`src/rtl/reversalmb_module_initiator_pkg.sv`:
```
// Shared REVERSALMB definitions: sideband message codes, mainband generator
// control words, lane count and the initiator state encoding.
package reversalmb_module_initiator_pkg;

   localparam int RMB_LANES          = 16;
   localparam int RMB_PASS_THRESHOLD = 8;

   localparam logic [3:0] MSG_INIT_REQ         = 4'b0001;
   localparam logic [3:0] MSG_INIT_RESP        = 4'b0010;
   localparam logic [3:0] MSG_CLEAR_ERROR_REQ  = 4'b0011;
   localparam logic [3:0] MSG_CLEAR_ERROR_RESP = 4'b0100;
   localparam logic [3:0] MSG_RESULT_REQ       = 4'b0101;
   localparam logic [3:0] MSG_RESULT_RESP      = 4'b0110;
   localparam logic [3:0] MSG_DONE_REQ         = 4'b0111;
   localparam logic [3:0] MSG_DONE_RESP        = 4'b1000;

   localparam logic [1:0] CW_IDLE       = 2'b00;
   localparam logic [1:0] CW_CLEAR_LFSR = 2'b01;
   localparam logic [1:0] CW_SEND_ID    = 2'b10;

   typedef enum logic [3:0] {
      ST_IDLE,
      ST_SEND_INIT_REQ,
      ST_WAIT_INIT_RESP,
      ST_SEND_CLEAR_REQ,
      ST_WAIT_CLEAR_RESP,
      ST_SEND_PATTERN,
      ST_SEND_RESULT_REQ,
      ST_WAIT_RESULT_RESP,
      ST_EVALUATE,
      ST_SEND_DONE_REQ,
      ST_WAIT_DONE_RESP,
      ST_TEST_FINISHED,
      ST_ERROR
   } rmb_state_e;

   function automatic logic is_send_state(input rmb_state_e s);
      return s inside {ST_SEND_INIT_REQ, ST_SEND_CLEAR_REQ,
                       ST_SEND_RESULT_REQ, ST_SEND_DONE_REQ};
   endfunction

endpackage

```
`src/rtl/reversalmb_module_initiator_if.sv`:
```
// Sideband, mainband-generator and MBINIT signals of the REVERSALMB initiator.
interface reversalmb_module_initiator_if #(
   parameter int LANES = reversalmb_module_initiator_pkg::RMB_LANES
);
   logic             i_REVERSAL_EN;
   logic             i_rx_msg_valid;
   logic [3:0]       i_decoded_SB_msg;
   logic [LANES-1:0] i_rx_data_bus;
   logic             i_SB_Busy;
   logic             i_falling_edge_busy;
   logic             i_rx_wrapper_valid;
   logic             i_pattern_gen_done;
   logic [3:0]       o_encoded_SB_msg_tx;
   logic             o_valid_tx;
   logic [1:0]       o_mainband_pattern_generator_cw;
   logic             o_lane_reversal;
   logic             o_current_die_repeating_reversalmb;
   logic             o_tx_reversalmb_done;
   logic             o_reversalmb_error;

   modport master (
      input  i_REVERSAL_EN, i_rx_msg_valid, i_decoded_SB_msg, i_rx_data_bus,
             i_SB_Busy, i_falling_edge_busy, i_rx_wrapper_valid, i_pattern_gen_done,
      output o_encoded_SB_msg_tx, o_valid_tx, o_mainband_pattern_generator_cw,
             o_lane_reversal, o_current_die_repeating_reversalmb,
             o_tx_reversalmb_done, o_reversalmb_error
   );

   modport slave (
      output i_REVERSAL_EN, i_rx_msg_valid, i_decoded_SB_msg, i_rx_data_bus,
             i_SB_Busy, i_falling_edge_busy, i_rx_wrapper_valid, i_pattern_gen_done,
      input  o_encoded_SB_msg_tx, o_valid_tx, o_mainband_pattern_generator_cw,
             o_lane_reversal, o_current_die_repeating_reversalmb,
             o_tx_reversalmb_done, o_reversalmb_error
   );
endinterface

```
`src/rtl/reversalmb_module_initiator_lane_popcount.sv`:
```
// Counts set lanes in a REVERSALMB result and flags a pass when the count
// is strictly above the threshold.
module reversalmb_lane_popcount #(
   parameter int LANES          = 16,
   parameter int PASS_THRESHOLD = 8
) (
   input  logic [LANES-1:0] lanes_i,
   output logic             pass_o
);
   localparam int CNT_W = $clog2(LANES + 1);

   logic [CNT_W-1:0] count;

   always_comb begin
      count = '0;
      for (int i = 0; i < LANES; i++) begin
         count = count + CNT_W'(lanes_i[i]);
      end
      pass_o = int'(count) > PASS_THRESHOLD;
   end

endmodule

```
`src/rtl/reversalmb_module_initiator.sv`:
```
// Local-module side of the MBINIT REVERSALMB handshake: requests over the
// sideband, drives the per-lane ID generator, retries once with lane reversal.
//
//   state               | meaning
//   ST_IDLE             | step disabled, all outputs cleared
//   ST_SEND_*_REQ       | request queued/sent on sideband, wait for valid to fall
//   ST_WAIT_*_RESP      | wait for the matching response code
//   ST_SEND_PATTERN     | generator sends per-lane ID pattern
//   ST_EVALUATE         | judge latched result: done, reversal retry, or error
//   ST_TEST_FINISHED    | step passed, hold until enable drops
//   ST_ERROR            | failed after reversal, hold until enable drops
module reversalmb_module_initiator
   import reversalmb_module_initiator_pkg::*;
#(
   parameter int LANES          = RMB_LANES,
   parameter int PASS_THRESHOLD = RMB_PASS_THRESHOLD
) (
   input logic                           i_clk,
   input logic                           i_rst_n,
   reversalmb_module_initiator_if.master sb
);

   rmb_state_e       state_q, state_d;
   logic [3:0]       code_q, code_d;
   logic             valid_q, valid_d;
   logic             valid_dly_q, valid_dly_d;
   logic             pending_q, pending_d;
   logic [1:0]       cw_q, cw_d;
   logic             lane_rev_q, lane_rev_d;
   logic             retry_q, retry_d;
   logic             done_q, done_d;
   logic             err_q, err_d;
   logic [LANES-1:0] result_q, result_d;

   logic             result_pass;
   logic             valid_fell;
   logic             rx_valid;
   logic [3:0]       rx_code;

   reversalmb_lane_popcount #(
      .LANES          (LANES),
      .PASS_THRESHOLD (PASS_THRESHOLD)
   ) u_popcount (
      .lanes_i (result_q),
      .pass_o  (result_pass)
   );

   assign rx_valid   = sb.i_rx_msg_valid;
   assign rx_code    = sb.i_decoded_SB_msg;
   assign valid_fell = valid_dly_q && !valid_q;

   always_ff @(posedge i_clk or negedge i_rst_n) begin
      if (!i_rst_n) begin
         state_q     <= ST_IDLE;
         code_q      <= '0;
         valid_q     <= 1'b0;
         valid_dly_q <= 1'b0;
         pending_q   <= 1'b0;
         cw_q        <= CW_IDLE;
         lane_rev_q  <= 1'b0;
         retry_q     <= 1'b0;
         done_q      <= 1'b0;
         err_q       <= 1'b0;
         result_q    <= '0;
      end else begin
         state_q     <= state_d;
         code_q      <= code_d;
         valid_q     <= valid_d;
         valid_dly_q <= valid_dly_d;
         pending_q   <= pending_d;
         cw_q        <= cw_d;
         lane_rev_q  <= lane_rev_d;
         retry_q     <= retry_d;
         done_q      <= done_d;
         err_q       <= err_d;
         result_q    <= result_d;
      end
   end

   always_comb begin
      state_d     = state_q;
      code_d      = code_q;
      valid_d     = valid_q;
      valid_dly_d = valid_q;
      pending_d   = pending_q;
      cw_d        = cw_q;
      lane_rev_d  = lane_rev_q;
      retry_d     = 1'b0;
      done_d      = done_q;
      err_d       = err_q;
      result_d    = result_q;

      // Every request entry arms pending; valid waits for a free sideband path.
      if (sb.i_falling_edge_busy) begin
         valid_d = 1'b0;
      end else if (pending_q && is_send_state(state_q) &&
                   !sb.i_SB_Busy && !sb.i_rx_wrapper_valid) begin
         valid_d   = 1'b1;
         pending_d = 1'b0;
      end

      case (state_q)
         ST_IDLE: begin
            if (sb.i_REVERSAL_EN) begin
               state_d   = ST_SEND_INIT_REQ;
               code_d    = MSG_INIT_REQ;
               pending_d = 1'b1;
            end
         end
         ST_SEND_INIT_REQ:   if (valid_fell) state_d = ST_WAIT_INIT_RESP;
         ST_WAIT_INIT_RESP: begin
            if (rx_valid && rx_code == MSG_INIT_RESP) begin
               state_d   = ST_SEND_CLEAR_REQ;
               code_d    = MSG_CLEAR_ERROR_REQ;
               pending_d = 1'b1;
            end
         end
         ST_SEND_CLEAR_REQ:  if (valid_fell) state_d = ST_WAIT_CLEAR_RESP;
         ST_WAIT_CLEAR_RESP: begin
            if (rx_valid && rx_code == MSG_CLEAR_ERROR_RESP) begin
               state_d = ST_SEND_PATTERN;
               cw_d    = CW_CLEAR_LFSR;
            end
         end
         ST_SEND_PATTERN: begin
            if (sb.i_pattern_gen_done) begin
               state_d   = ST_SEND_RESULT_REQ;
               code_d    = MSG_RESULT_REQ;
               pending_d = 1'b1;
               cw_d      = CW_IDLE;
            end else begin
               cw_d = CW_SEND_ID;
            end
         end
         ST_SEND_RESULT_REQ: if (valid_fell) state_d = ST_WAIT_RESULT_RESP;
         ST_WAIT_RESULT_RESP: begin
            if (rx_valid && rx_code == MSG_RESULT_RESP) begin
               state_d  = ST_EVALUATE;
               result_d = sb.i_rx_data_bus;
            end
         end
         ST_EVALUATE: begin
            if (result_pass) begin
               state_d   = ST_SEND_DONE_REQ;
               code_d    = MSG_DONE_REQ;
               pending_d = 1'b1;
            end else if (!lane_rev_q) begin
               state_d    = ST_SEND_CLEAR_REQ;
               code_d     = MSG_CLEAR_ERROR_REQ;
               pending_d  = 1'b1;
               lane_rev_d = 1'b1;
               retry_d    = 1'b1;
            end else begin
               state_d = ST_ERROR;
               err_d   = 1'b1;
            end
         end
         ST_SEND_DONE_REQ:   if (valid_fell) state_d = ST_WAIT_DONE_RESP;
         ST_WAIT_DONE_RESP: begin
            if (rx_valid && rx_code == MSG_DONE_RESP) begin
               state_d = ST_TEST_FINISHED;
               done_d  = 1'b1;
            end
         end
         ST_TEST_FINISHED, ST_ERROR: state_d = state_q;
         default:                    state_d = ST_IDLE;
      endcase

      if (!sb.i_REVERSAL_EN) begin
         state_d     = ST_IDLE;
         code_d      = '0;
         valid_d     = 1'b0;
         valid_dly_d = 1'b0;
         pending_d   = 1'b0;
         cw_d        = CW_IDLE;
         lane_rev_d  = 1'b0;
         retry_d     = 1'b0;
         done_d      = 1'b0;
         err_d       = 1'b0;
         result_d    = '0;
      end
   end

   assign sb.o_encoded_SB_msg_tx                = code_q;
   assign sb.o_valid_tx                         = valid_q;
   assign sb.o_mainband_pattern_generator_cw    = cw_q;
   assign sb.o_lane_reversal                    = lane_rev_q;
   assign sb.o_current_die_repeating_reversalmb = retry_q;
   assign sb.o_tx_reversalmb_done               = done_q;
   assign sb.o_reversalmb_error                 = err_q;

endmodule
```
`src/flat_wrapper.sv`:
```
// flat-port wrapper written by rule: the top's interface ports become plain ports
module reversalmb_module_initiator_flat import reversalmb_module_initiator_pkg::*;
#(
   parameter int LANES          = RMB_LANES,
   parameter int PASS_THRESHOLD = RMB_PASS_THRESHOLD
)
  (i_clk, i_rst_n, sb_i_REVERSAL_EN, sb_i_rx_msg_valid, sb_i_decoded_SB_msg, sb_i_rx_data_bus, sb_i_SB_Busy, sb_i_falling_edge_busy, sb_i_rx_wrapper_valid, sb_i_pattern_gen_done, sb_o_encoded_SB_msg_tx, sb_o_valid_tx, sb_o_mainband_pattern_generator_cw, sb_o_lane_reversal, sb_o_current_die_repeating_reversalmb, sb_o_tx_reversalmb_done, sb_o_reversalmb_error);
  reversalmb_module_initiator_if #(.LANES(LANES)) sb_i ();
  input logic i_clk;
  input logic i_rst_n;
  input wire logic [$bits(sb_i.i_REVERSAL_EN)-1:0] sb_i_REVERSAL_EN;
  input wire logic [$bits(sb_i.i_rx_msg_valid)-1:0] sb_i_rx_msg_valid;
  input wire logic [$bits(sb_i.i_decoded_SB_msg)-1:0] sb_i_decoded_SB_msg;
  input wire logic [$bits(sb_i.i_rx_data_bus)-1:0] sb_i_rx_data_bus;
  input wire logic [$bits(sb_i.i_SB_Busy)-1:0] sb_i_SB_Busy;
  input wire logic [$bits(sb_i.i_falling_edge_busy)-1:0] sb_i_falling_edge_busy;
  input wire logic [$bits(sb_i.i_rx_wrapper_valid)-1:0] sb_i_rx_wrapper_valid;
  input wire logic [$bits(sb_i.i_pattern_gen_done)-1:0] sb_i_pattern_gen_done;
  output wire logic [$bits(sb_i.o_encoded_SB_msg_tx)-1:0] sb_o_encoded_SB_msg_tx;
  output wire logic [$bits(sb_i.o_valid_tx)-1:0] sb_o_valid_tx;
  output wire logic [$bits(sb_i.o_mainband_pattern_generator_cw)-1:0] sb_o_mainband_pattern_generator_cw;
  output wire logic [$bits(sb_i.o_lane_reversal)-1:0] sb_o_lane_reversal;
  output wire logic [$bits(sb_i.o_current_die_repeating_reversalmb)-1:0] sb_o_current_die_repeating_reversalmb;
  output wire logic [$bits(sb_i.o_tx_reversalmb_done)-1:0] sb_o_tx_reversalmb_done;
  output wire logic [$bits(sb_i.o_reversalmb_error)-1:0] sb_o_reversalmb_error;
  assign sb_i.i_REVERSAL_EN = sb_i_REVERSAL_EN;
  assign sb_i.i_rx_msg_valid = sb_i_rx_msg_valid;
  assign sb_i.i_decoded_SB_msg = sb_i_decoded_SB_msg;
  assign sb_i.i_rx_data_bus = sb_i_rx_data_bus;
  assign sb_i.i_SB_Busy = sb_i_SB_Busy;
  assign sb_i.i_falling_edge_busy = sb_i_falling_edge_busy;
  assign sb_i.i_rx_wrapper_valid = sb_i_rx_wrapper_valid;
  assign sb_i.i_pattern_gen_done = sb_i_pattern_gen_done;
  assign sb_o_encoded_SB_msg_tx = sb_i.o_encoded_SB_msg_tx;
  assign sb_o_valid_tx = sb_i.o_valid_tx;
  assign sb_o_mainband_pattern_generator_cw = sb_i.o_mainband_pattern_generator_cw;
  assign sb_o_lane_reversal = sb_i.o_lane_reversal;
  assign sb_o_current_die_repeating_reversalmb = sb_i.o_current_die_repeating_reversalmb;
  assign sb_o_tx_reversalmb_done = sb_i.o_tx_reversalmb_done;
  assign sb_o_reversalmb_error = sb_i.o_reversalmb_error;
  reversalmb_module_initiator #(.LANES(LANES), .PASS_THRESHOLD(PASS_THRESHOLD)) u_core (.i_clk(i_clk), .i_rst_n(i_rst_n), .sb(sb_i));
endmodule
```
`config.mk`:
```
export PLATFORM = sky130hd
export DESIGN_NAME = reversalmb_module_initiator_flat
export DESIGN_NICKNAME = d
export VERILOG_FILES = /design/src/rtl/reversalmb_module_initiator_pkg.sv /design/src/rtl/reversalmb_module_initiator_if.sv /design/src/rtl/reversalmb_module_initiator_lane_popcount.sv /design/src/rtl/reversalmb_module_initiator.sv /design/src/flat_wrapper.sv
export SDC_FILE = /design/constraint.sdc
export NUM_CORES = 1
export LEC_CHECK = 0
export ABC_AREA = 0
export CORE_UTILIZATION = 57
export DETAILED_ROUTE_END_ITERATION = 10
export PLACE_DENSITY = 0.93
export SYNTH_ARGS = -nofsm -noshare
export SYNTH_HDL_FRONTEND = slang
export SYNTH_SLANG_ARGS = --single-unit
```
`constraint.sdc`:
```
create_clock -name i_clk -period 13.2 [get_ports i_clk]
set_input_delay 3.96 -clock i_clk [delete_from_list [all_inputs] [get_ports i_clk]]
set_output_delay 3.96 -clock i_clk [all_outputs]
set_load 0.02 [all_outputs]
```
==> run_results.csv <==
group,metric,value,unit
drt,wl_per_cell,14.4,um
logic_synthesis,yosysTopAreaCell,"dfrtp_1",
logic_synthesis,ys.flop_type,"dfrtp_1",
power_and_ir_drop,p_clk_share,31.1,%
logic_synthesis,synth_seq_area_share,36.6,%
timing,fmax,173,MHz
run,cap_violations,0,
floorplanning,die_h,64.0,um
setup_path,end_kind,"flop",
setup_path,crit_arrival,5.96,ns
setup_path,crit_type,"in -> reg",
clock_tree,clock_sinks,32,
timing,rsz0062_at_grt,"false",
grt,antenna_found_initial,0,
drt,vias_per_cell,5.42,
timing,fin_crit,5.79,ns
floorplanning,ios,39,
final_layout,diodes,0,
final_layout,fin_area,2650,um^2
setup_path,critPathMostFrequentCell,"nor2_1",
floorplanning,core_area,3660,um^2
placement,place_area,2550,um^2
grt,grt_pass1_vias,1567,
floorplanning,core.rowCount,22,
placement,io_buffers,37,
worst_hold_path,hp-start,"u_core.sb.o_reversalmb_error",
clock_tree,ctsHoldBuffers,0,
final_layout,mostFrequentLayoutCells,"clkdlybuf4s50_1, nor2_1, dfrtp_1",
placement,globalplace.congestion,0.861,
logic_synthesis,synthesis.nets,265,
power_and_ir_drop,p_switching,0.0835,mW
power_and_ir_drop,netSwitchingFraction,31.5,%
worst_hold_path,hp-class,"reg -> reg",
grt,overflow,0,
grt,grt_pass1_wl,7220,um
logic_synthesis,synth-seq-cells,32,
drt,drc,0,
timing,slew_headroom,36.3,%
drt,postRouteAntennaNets,0,
setup_path,rr_startpoint,"u_core.result_q[0]",
drt,drt_iter0_drc,104,
drt,vias,1658,
setup_path,crit_fanout,16,
logic_synthesis,syn_avg_cell_area,9.86,um^2
power_and_ir_drop,power.density,100,nW/um^2
placement,dp.cells,299,
grt,gr-usage-met3,4.82,%
timing,skew,0.00676,ns
final_layout,fin_nets,301,
logic_synthesis,synth.distinct_cells,55,
grt,grtUsageMet1,32.9,%
clock_tree,cts_setup_buffers,0,
clock_tree,cts_buffers,5,
setup_path,crit_buf_inv,1,
power_and_ir_drop,power_frac_comb,25.6,%
timing,finalHoldViolCount,0,
outcome,outcome,"complete, no violations",
setup_path,max_stage_delay,0.80,ns
timing,setup_violations,0,
clock_tree,clock_path_buffers,2,
clock_tree,cts_resized,0,
logic_synthesis,yosysTopAreaCellShare,36.6,%
placement,post-dp-hpwl,3150,um
setup_path,critPathTopFamily,"simple AND/OR/NAND/NOR gates",
grt,grt_max_degree,33,
power_and_ir_drop,power_leakage,1.11,nW
final_layout,regArea,801,um^2
setup_path,cp-start-kind,"input port",
grt,track_usage,23.3,%
timing,tightest_slew,0.952,ns
drt,dr.pass1.iters,6,
setup_path,worst_path_max_delay_cell,"nor3_4",
setup_path,crit_start,"sb_i_decoded_SB_msg[0]",
power_and_ir_drop,p_int,0.181,mW
timing,tns,0,ns
final_layout,n_fill_cell,264,
final_layout,drive_gt1_share,9.69,%
floorplanning,die_x,64.0,um
final_layout,layoutNonFillerInstCount,306,
drt,postRouteWirelength,4400,um
floorplanning,initial_core_util,59.8,%
grt,use_met2,34.8,%
power_and_ir_drop,vdd_drop_max,93.4,uV
power_and_ir_drop,p_total,0.265,mW
clock_tree,cts_tree,"built",
clock_tree,htreeDepth,2,
floorplanning,die_area,4090,um^2
clock_tree,clk_latency,0.29,ns
final_layout,syn2layout_area_growth,21.0,%
power_and_ir_drop,pwr-share-seq,43.3,%
logic_synthesis,syn-instance-count,222,
timing,drv_slew,0,
logic_synthesis,yosys_warnings,0,
final_layout,multiInputGateArea,1190,um^2
clock_tree,clk_pin_slew,0.06,ns
final_layout,layout_commonest_cell,"clkdlybuf4s50_1",
grt,grt-busiest-layer,"met2",
final_layout,post-route-util,72.3,%
logic_synthesis,synth_edf_count,0,
clock_tree,root_buffer,"clkbuf_8",
setup_path,cp_cell_sequence,"clkdlybuf4s50_1 -> nand2b_1 -> nor2_1 -> nand3_1 -> nor3_4 -> mux2i_1 -> nor2_1",
logic_synthesis,async_flop_share,100,%
setup_path,required,13.37,ns
logic_synthesis,syn_area,2190,um^2
timing,fin_crit_sh,43.9,%
logic_synthesis,synth_area_leaders,"dfrtp_1, fa_1, mux2i_1, nor2_1, inv_1",
==> cell families (layout without fill, tap and decap cells) <==
group	count (synthesis)	in the layout	synth area share (%)
other	1	1	0.171
and+or+nand+nor	82	82	20.5
xor gates and xnor gates	2	2	0.801
AOI/OAI and AO/OA	36	36	13.3
muxes	17	17	7.78
buffers and inverters	37	73	8.86
adders and majority gates	15	15	12.0
DFF	32	32	36.6
==> synthesized netlist by cell type (2+ instances only) <==
cell type,number
nand3_1,2
o21ai_0,2
a211oi_1,2
nor2_1,34
o21a_1,3
nor2b_1,4
clkbuf_8,3
nand2b_1,4
nand2_1,14
a21oi_1,9
nor3b_1,2
ha_1,5
nand3b_1,2
nor3_1,2
or2_2,2
o311ai_2,2
o22ai_1,3
mux2i_1,17
xor2_1,2
fa_1,10
dfrtp_1,32
a22o_1,2
o211ai_1,2
clkbuf_1,4
nor4bb_1,2
inv_1,27
==> final timing paths <==
check / end / cells past startpoint / slack, ns
setup / recovery: u_core.result_q[10] / 7 / 7.41
hold / removal: u_core.sb.o_reversalmb_error / 1 / 0.50
setup reg to reg: u_core.sb.o_encoded_SB_msg_tx[1] / 15 / 8.48
hold reg to reg: u_core.sb.o_reversalmb_error / 1 / 0.50
max in group asynchronous: u_core.sb.o_mainband_pattern_generator_cw[1] / 2 / 8.85
min in group asynchronous: u_core.pending_q / 2 / 4.06
==> routing by layer <==
| metal | part of all wire, % | vias up | routed length, um |
|---|---|---|---|
| met5 | 0 | - | 0 |
| met4 | 1.4 | 0 | 61 |
| met3 | 4.6 | 5 | 202 |
| met2 | 47 | 49 | 2050 |
| met1 | 47 | 791 | 2090 |
| li1 | - | 813 | - |
==> power by group through the flow <==
stage / clock (mW) / sequential (mW) / combinational, mW
CTS: 0.0829 / 0.114 / 0.0670
finish: 0.0825 / 0.115 / 0.0678
global placement: 0 / 0.115 / 0.0646
detailed placement: 0 / 0.116 / 0.0661
global route: 0.0886 / 0.116 / 0.0734
floorplan: 0 / 0.111 / 0.0524
==> registers in the layout (all words and copies together), names as in the netlist <==
signal	flops
u_core.sb.o_lane_reversal	1
u_core.sb.o_reversalmb_error	1
u_core.pending_q	1
u_core.valid_dly_q	1
u_core.sb.o_encoded_SB_msg_tx	3
u_core.sb.o_valid_tx	1
u_core.sb.o_mainband_pattern_generator_cw	2
u_core.result_q	16
u_core.sb.o_current_die_repeating_reversalmb	1
u_core.sb.o_tx_reversalmb_done	1
u_core.state_q	4
==> through the flow <==
stage | setup WS, ns | hold WS (ns)
floorplan | 7.91 | 0.486
global placement | 7.19 | 0.476
detailed placement | 7.06 | 0.489
CTS | 7.35 | 0.504
global route | 7.22 | 0.520
finish | 7.41 | 0.505
==> layout make-up <==
class | instances | area share [%]
flip-flops and latches | 32 | 30.2
inverters | 28 | 4.49
repair buffers | 38 | 14.3
multi-input cells | 153 | 45.1
clock buffers | 7 | 3.64
well taps | 48 | 2.27
(Power assumes the default switching activity.)
